--- src/rtl/multicycle_control.sv ---
// multicycle_control
// Multi-cycle control sequencer for a MIPS-subset datapath (lw, sw, j, jr,
// jal, bne, xori, addi, add, sub, slt). It latches the fetched opcode/funct
// and steps the shared PC adder, ALU, register file and data memory through
// FETCH/DECODE/EXEC/MEM/WB. Data memory uses a req/ready handshake, so MEM
// may be stretched by wait states. Unsupported encodings park the machine in
// HALT until rst_n is asserted.
//
// Ports:
//   clk, rst_n        clock, asynchronous active-low reset
//   instr             instruction-memory output, sampled in FETCH
//   zero              ALU zero flag, used in EXEC for bne
//   mem_ready         data memory completes the access this cycle (MEM only)
//   ir_wr             instruction latch enable
//   pc_wr, pc_sel     PC load strobe and source (00 jump, 01 rs, 10 adder)
//   adder_imm         adder operand A = sign-extended immediate
//   adder_8           adder operand B = 8 instead of 4
//   reg_wr_en         register-file write strobe
//   reg_data_sel      00 ALU, 01 memory, 11 adder
//   reg_addr_sel      00 rd, 01 rt, 11 r31
//   alu_imm, alu_cmd  ALU operand B select, ALU command (0 add,1 sub,2 xor,3 slt)
//   mem_req,mem_wr_en data-memory request and write qualifier
//   state             current state encoding
//   halted            sticky illegal-instruction flag
//   retired           instructions completed since reset (wraps)
module multicycle_control #(
    parameter int COUNT_W = 32
) (
    input  logic               clk,
    input  logic               rst_n,
    input  logic [31:0]        instr,
    input  logic               zero,
    input  logic               mem_ready,
    output logic               ir_wr,
    output logic               pc_wr,
    output logic [1:0]         pc_sel,
    output logic               adder_imm,
    output logic               adder_8,
    output logic               reg_wr_en,
    output logic [1:0]         reg_data_sel,
    output logic [1:0]         reg_addr_sel,
    output logic               alu_imm,
    output logic [2:0]         alu_cmd,
    output logic               mem_req,
    output logic               mem_wr_en,
    output logic [2:0]         state,
    output logic               halted,
    output logic [COUNT_W-1:0] retired
);

    typedef enum logic [2:0] {
        ST_FETCH  = 3'd0,
        ST_DECODE = 3'd1,
        ST_EXEC   = 3'd2,
        ST_MEM    = 3'd3,
        ST_WB     = 3'd4,
        ST_HALT   = 3'd5
    } state_t;

    localparam logic [5:0] OP_RTYPE = 6'h00;
    localparam logic [5:0] OP_J     = 6'h02;
    localparam logic [5:0] OP_JAL   = 6'h03;
    localparam logic [5:0] OP_BNE   = 6'h05;
    localparam logic [5:0] OP_ADDI  = 6'h08;
    localparam logic [5:0] OP_XORI  = 6'h0E;
    localparam logic [5:0] OP_LW    = 6'h23;
    localparam logic [5:0] OP_SW    = 6'h2B;
    localparam logic [5:0] FN_JR    = 6'h08;
    localparam logic [5:0] FN_ADD   = 6'h20;
    localparam logic [5:0] FN_SUB   = 6'h22;
    localparam logic [5:0] FN_SLT   = 6'h2A;

    state_t             state_r;
    logic [5:0]         opcode_r;
    logic [5:0]         funct_r;
    logic               halted_r;
    logic [COUNT_W-1:0] retired_r;

    logic is_j_s, is_jr_s, is_jal_s, is_bne_s, is_addi_s, is_xori_s;
    logic is_lw_s, is_sw_s, is_add_s, is_sub_s, is_slt_s, legal_s;

    // Ungated control values; the port values are forced to 0 while rst_n is low.
    logic       ir_wr_s, pc_wr_s, adder_imm_s, adder_8_s, reg_wr_en_s;
    logic       alu_imm_s, mem_req_s, mem_wr_en_s;
    logic [1:0] pc_sel_s, reg_data_sel_s, reg_addr_sel_s;
    logic [2:0] alu_cmd_s;

    // Instruction class decode from the latched opcode/funct fields.
    always_comb begin
        is_j_s    = (opcode_r == OP_J);
        is_jal_s  = (opcode_r == OP_JAL);
        is_bne_s  = (opcode_r == OP_BNE);
        is_addi_s = (opcode_r == OP_ADDI);
        is_xori_s = (opcode_r == OP_XORI);
        is_lw_s   = (opcode_r == OP_LW);
        is_sw_s   = (opcode_r == OP_SW);
        is_jr_s   = (opcode_r == OP_RTYPE) && (funct_r == FN_JR);
        is_add_s  = (opcode_r == OP_RTYPE) && (funct_r == FN_ADD);
        is_sub_s  = (opcode_r == OP_RTYPE) && (funct_r == FN_SUB);
        is_slt_s  = (opcode_r == OP_RTYPE) && (funct_r == FN_SLT);
        legal_s   = is_j_s | is_jal_s | is_bne_s | is_addi_s | is_xori_s |
                    is_lw_s | is_sw_s | is_jr_s | is_add_s | is_sub_s | is_slt_s;
    end

    // Per-state control decode; anything not driven in a state stays 0.
    always_comb begin
        ir_wr_s        = 1'b0;
        pc_wr_s        = 1'b0;
        pc_sel_s       = 2'b00;
        adder_imm_s    = 1'b0;
        adder_8_s      = 1'b0;
        reg_wr_en_s    = 1'b0;
        reg_data_sel_s = 2'b00;
        reg_addr_sel_s = 2'b00;
        alu_imm_s      = 1'b0;
        alu_cmd_s      = 3'd0;
        mem_req_s      = 1'b0;
        mem_wr_en_s    = 1'b0;
        case (state_r)
            ST_FETCH: ir_wr_s = 1'b1;
            ST_DECODE: begin
                if (is_jr_s) begin
                    pc_sel_s = 2'b01;
                    pc_wr_s  = 1'b1;
                end else if (is_j_s || is_jal_s) begin
                    pc_sel_s       = 2'b00;
                    pc_wr_s        = 1'b1;
                    reg_wr_en_s    = is_jal_s;
                    reg_data_sel_s = is_jal_s ? 2'b11 : 2'b00;
                    reg_addr_sel_s = is_jal_s ? 2'b11 : 2'b00;
                    adder_8_s      = is_jal_s;
                end else begin
                    pc_wr_s = 1'b0;
                end
            end
            ST_EXEC: begin
                alu_imm_s = is_lw_s | is_sw_s | is_addi_s | is_xori_s;
                if (is_xori_s) begin
                    alu_cmd_s = 3'd2;
                end else if (is_sub_s || is_bne_s) begin
                    alu_cmd_s = 3'd1;
                end else if (is_slt_s) begin
                    alu_cmd_s = 3'd3;
                end else begin
                    alu_cmd_s = 3'd0;
                end
                // The branch decision is taken in EXEC: the adder picks the
                // offset only when the compared registers differ.
                if (is_bne_s) begin
                    pc_sel_s    = 2'b10;
                    pc_wr_s     = 1'b1;
                    adder_imm_s = ~zero;
                end else begin
                    pc_wr_s = 1'b0;
                end
            end
            ST_MEM: begin
                mem_req_s   = 1'b1;
                mem_wr_en_s = is_sw_s;
                // A store retires in the cycle its access completes.
                if (mem_ready && is_sw_s) begin
                    pc_sel_s = 2'b10;
                    pc_wr_s  = 1'b1;
                end else begin
                    pc_wr_s = 1'b0;
                end
            end
            ST_WB: begin
                reg_wr_en_s    = 1'b1;
                pc_sel_s       = 2'b10;
                pc_wr_s        = 1'b1;
                reg_data_sel_s = is_lw_s ? 2'b01 : 2'b00;
                reg_addr_sel_s = (is_lw_s || is_addi_s || is_xori_s) ? 2'b01 : 2'b00;
            end
            default: ir_wr_s = 1'b0;
        endcase
    end

    // Sequencer state, latched instruction fields, halt flag and retire count.
    always_ff @(posedge clk or negedge rst_n) begin
        if (!rst_n) begin
            state_r   <= ST_FETCH;
            opcode_r  <= 6'd0;
            funct_r   <= 6'd0;
            halted_r  <= 1'b0;
            retired_r <= {COUNT_W{1'b0}};
        end else begin
            if (pc_wr_s) begin
                retired_r <= retired_r + {{(COUNT_W-1){1'b0}}, 1'b1};
            end
            case (state_r)
                ST_FETCH: begin
                    opcode_r <= instr[31:26];
                    funct_r  <= instr[5:0];
                    state_r  <= ST_DECODE;
                end
                ST_DECODE: begin
                    if (is_j_s || is_jr_s || is_jal_s) begin
                        state_r <= ST_FETCH;
                    end else if (!legal_s) begin
                        state_r  <= ST_HALT;
                        halted_r <= 1'b1;
                    end else begin
                        state_r <= ST_EXEC;
                    end
                end
                ST_EXEC: begin
                    if (is_lw_s || is_sw_s) begin
                        state_r <= ST_MEM;
                    end else if (is_bne_s) begin
                        state_r <= ST_FETCH;
                    end else begin
                        state_r <= ST_WB;
                    end
                end
                ST_MEM: begin
                    if (mem_ready) begin
                        state_r <= is_lw_s ? ST_WB : ST_FETCH;
                    end else begin
                        state_r <= ST_MEM;
                    end
                end
                ST_WB:   state_r <= ST_FETCH;
                ST_HALT: state_r <= ST_HALT;
                default: state_r <= ST_FETCH;
            endcase
        end
    end

    // Reset forces every output low without waiting for a clock edge.
    assign ir_wr        = ir_wr_s & rst_n;
    assign pc_wr        = pc_wr_s & rst_n;
    assign pc_sel       = pc_sel_s & {2{rst_n}};
    assign adder_imm    = adder_imm_s & rst_n;
    assign adder_8      = adder_8_s & rst_n;
    assign reg_wr_en    = reg_wr_en_s & rst_n;
    assign reg_data_sel = reg_data_sel_s & {2{rst_n}};
    assign reg_addr_sel = reg_addr_sel_s & {2{rst_n}};
    assign alu_imm      = alu_imm_s & rst_n;
    assign alu_cmd      = alu_cmd_s & {3{rst_n}};
    assign mem_req      = mem_req_s & rst_n;
    assign mem_wr_en    = mem_wr_en_s & rst_n;
    assign state        = state_r;
    assign halted       = halted_r;
    assign retired      = retired_r;

endmodule

--- config.mk ---
export PLATFORM = sky130hd
export DESIGN_NAME = multicycle_control
export DESIGN_NICKNAME = d
export VERILOG_FILES = /design/src/rtl/multicycle_control.sv
export SDC_FILE = /design/constraint.sdc
export NUM_CORES = 1
export LEC_CHECK = 0
export CORE_MARGIN = 2
export CORE_UTILIZATION = 25
export CTS_BUF_LIST = sky130_fd_sc_hd__clkbuf_8
export DETAILED_ROUTE_END_ITERATION = 6
export SYNTH_ARGS = -nofsm -noshare
export SYNTH_HDL_FRONTEND = slang
export SYNTH_SLANG_ARGS = --single-unit
--- constraint.sdc ---
create_clock -name clk -period 5.55 [get_ports clk]
set_input_delay 1.665 -clock clk [delete_from_list [all_inputs] [get_ports clk]]
set_output_delay 1.665 -clock clk [all_outputs]
set_load 0.02 [all_outputs]
# Word-level counts from Yosys, hierarchy flattened
# Cells that the tools add are included.
# word_totals
register_bits	48
inputBits	36
word_cells	102
# classes
n_addsub	1
n_eq_ne	16
n_mux	37
bitwise_logic	28
reduce_logical	15
# ops
op	n
$add A32 B1 Y32 const B	1
$eq A6 B6 Y1 const B	5
$eq A6 B4 Y1 const B	3
$mux W2	9
$mux W3	6
$mux W1	16
$pmux W3 S5	1
$or A1 B1 Y1	13
$eq A6 B2 Y1 const B	2
$and A1 B1 Y1	8
$pmux W2 S2	2
$pmux W2 S4	1
$logic_or A1 B1 Y1	7
$and A2 B2 Y2	3
$eq A3 B2 Y1 const B	2
$eq A3 B3 Y1 const B	2
$eq A6 B3 Y1 const B	1
$logic_not A6 Y1	1
$logic_and A1 B1 Y1	5
$pmux W1 S4	1
$and A3 B3 Y3	1
$eq A3 B1 Y1 const B	1
$logic_not A3 Y1	1
$not A1 Y1	3
other kinds (2)	2

# Longest topological paths before layout
# depth
word_depth	14
ltp_mapped	7
ltp_nobuf	5

# Worst setup path after synthesis
# No wires, ideal clock.
# synth_path
path_kind	input to output
startpoint	input port rst_n
endpoint	output port alu_imm
arrival_time_ps	2622
path_slack_ps	1263
path_stages	3
cell_sequence	clkbuf_1 -> nand3b_1 -> a211oi_1
# synth_via
elab_chain_cells	1
# synth_lines
item	line	text
from (decl)	30	input logic rst_n,
$and A1 B1 Y1	239	assign alu_imm = alu_imm_s & rst_n;
to (decl)	42	output logic alu_imm,
# No other way between the ends.

# Worst setup path after layout
# layout_path
startpoint	input port mem_ready
endpoint	output port pc_wr
# layout_via
elab_chain_cells	4
# layout_lines
item	line	text
from (decl)	33	input logic mem_ready,
$logic_and A1 B1 Y1	161	if (mem_ready && is_sw_s) begin
$mux W1	161	
$pmux W1 S4	119	case (state_r)
$and A1 B1 Y1	232	assign pc_wr = pc_wr_s & rst_n;
to (decl)	35	output logic pc_wr,
# No other way between the ends.

==> results.toml <==
[job]
cap_violations = 0

[sta]
rsz0062_at_grt = "false"
drv_slew = 0
min_period_over_period = 0.930
setup_violations = 0
clock_skew_ns = 0.00740
hold_viol = 0
fin_tns_setup_ns = 0
min_period_ns = 5.16
slew_headroom = 0.299
fin_ws_ns = 0.388
fmax_ghz = 0.194
whs_ns = 0.473
tightest_slew_ns = 1.05

[global_routing]
grt_usage = 0.123
grt_max_degree = 30
antenna_found_initial = 0
grt_pass1_vias = 2232
grt_pass1_wl_um = 11400
overflow = 0

[drt]
wire_per_inst_um = 14.8
vias = 2169
route.detailed.drc = 0
drtIter0Drc = 39
antenna_left = 0
drtPass1Iterations = 4
avgViaCountPerCell = 4.89
wl_um = 6580

[cts]
clk_pin_slew_worst_paths_ns = 0.09
cts.sink_count = 48
numCtsBuffers = 5
clock_latency_ns = 0.30
clock_path_buffers = 2
cts_root_buf = "clkbuf_8"
postCtsSetupBuffers = 0
cts.hold.buffers_added = 0
ctsResizeCount = 0
cts_max_level = 2
cts_tree = "built"

[logic_synthesis]
async_reset_ff_frac = 1.00
ys_seq_area_frac = 0.455
synth_edf_count = 0
post_synth_num_cell_types = 47
ys.flop_type = "dfrtp_1"
syn_avg_cell_area_sq_um = 10.7
synthCells = 247
syn-cell-area_sq_mm = 0.00264
ys_warn_count = 0
synth_nets = 284
ys_ff_latch = 48

[hold_path]
worstHoldPathType = "flip-flop to flip-flop"
holdPathStages = 1

[power]
internal_power_mw = 0.790
power.leakage_nw = 1.35
powerDensity_mw_per_mm2 = 356
ir_drop_mv = 0.167
netSwitchingFraction = 0.372
switching_power_mw = 0.469
power_frac_comb = 0.362
p_seq_frac = 0.436
p_clk_frac = 0.202

[floorplan]
die_area_sq_mm = 0.0114
placementRows = 37
initial_core_util = 0.257
coreArea_sq_mm = 0.0103
num_io_pins = 89
die_height_um = 107
die_x_um = 107

[finish]
diodes = 0
layout.nets = 344
syn_to_final_growth_pct = 33.9
drive_gt1_frac = 0.101
final_core_util = 0.344

[place]
pre_cts_slack_ns = 0.414
place_congestion = 0.759
post-dp-hpwl_um = 4790
portBuffers = 67

[worst_setup_path]
crit_fanout = 3
crit_type = "input port to output port"
setup.worst_path.start_class = "input port"
cp.required_ns = 3.88
r2r_cells = 5
end_kind = "output port"
cp.arrival_ns = 3.50

[status]
status = "completed"
[per-stage QoR]
step	total power, mW	area [sq um]	std cells
after detailed placement	1.01	3420	436
after global routing	1.35	3530	444
after global placement	1.00	3420	436
after floorplan	0.842	2640	247
final	1.26	3530	444
after CTS	1.27	3530	444
[path summary, 6_finish.rpt]
check,startpoint,end,slack (ns)
max in group asynchronous,rst_n,state[2],3.42
min in group asynchronous,rst_n,funct_r[4],1.20
hold / removal,retired[31],retired[31],0.47
hold reg to reg,retired[31],retired[31],0.47
setup / recovery,mem_ready,pc_wr,0.39
setup reg to reg,opcode_r[3],retired[28],2.97
[flip-flops by register name, indices dropped and copies added, names as in the netlist]
name      flops
funct_r       6
halted        1
opcode_r      6
retired      32
state         3
[cells by family after synthesis]
group | synth area share
simple gates | 0.186
compound gates | 0.157
flops | 0.455
xor+xnor | 0.106
buf+inv | 0.0332
mux | 0.0555
fa+ha+maj | 0.00474
other cells | 0.00142
[area by class of cell]
cell class                      instances  area [sq um]
Clock buffer                            5          68.8
Clock inverter                          3          42.5
Fill cell                            1060          6750
Inverter                                1          3.75
Multi-Input combinational cell        180          1350
Sequential cell                        48          1200
Tap cell                              136           170
Timing Repair Buffer                   71           696
[metal layers]
layer | vias to the layer above | global-route usage | wire length (um)
met4 | 0 | 0.0288 | 55
met2 | 67 | 0.197 | 3070
li1 | 1042 | - | -
met1 | 1053 | 0.168 | 3100
met3 | 7 | 0.0292 | 353
met5 | - | 0 | 0
[critical path, stage by stage]
cell and delay, ns:
clkdlybuf4s50_1 0.51, and4b_1 0.21, nand4_1 0.13, nand3_1 0.16
o221a_2 0.22, clkdlybuf4s50_1 0.60
[synthesized netlist by cell type, drive strengths merged (6+ instances only)]
library cell | number | area (sq um)
and2 | 7 | 43.8
and3 | 10 | 62.6
and4 | 8 | 70.1
clkbuf | 13 | 48.8
dfrtp | 48 | 1200
mux2 | 13 | 146
nand2 | 8 | 30.0
nand3 | 7 | 35.0
nor2 | 8 | 37.5
nor2b | 6 | 37.5
o2111ai | 15 | 131
o211ai | 7 | 52.6
o21ai | 13 | 65.1
xnor2 | 30 | 263
[power by group through the flow]
| stage | combinational, mW | clock (mW) | sequential (mW) |
|---|---|---|---|
| finish | 0.455 | 0.255 | 0.549 |
| global route | 0.500 | 0.279 | 0.572 |
| detailed placement | 0.458 | 0 | 0.555 |
| floorplan | 0.319 | 0 | 0.523 |
| global placement | 0.452 | 0 | 0.551 |
| CTS | 0.461 | 0.262 | 0.548 |
[cells in the final DEF (no fill, tap or decap), drive strengths merged, types with 2 or more instances in the layout]
cell type      Yosys  final
clkdlybuf4s50      0     66
dfrtp             48     48
xnor2             30     30
o2111ai           15     15
o21ai             13     13
mux2              13     13
and3              10     10
nand2              8      8
and4               8      8
nor2               8      8
nand3              7      7
and2               7      7
o211ai             7      7
nor2b              6      6
a21oi              5      5
nor3b              5      5
clkbuf            13      5
buf                5      5
nor3               4      4
nor4               3      3
o21a               3      3
nand4              3      3
and3b              2      2
xor2               2      2
nand2b             2      2
a211oi             2      2
(Power assumes the default switching activity.)
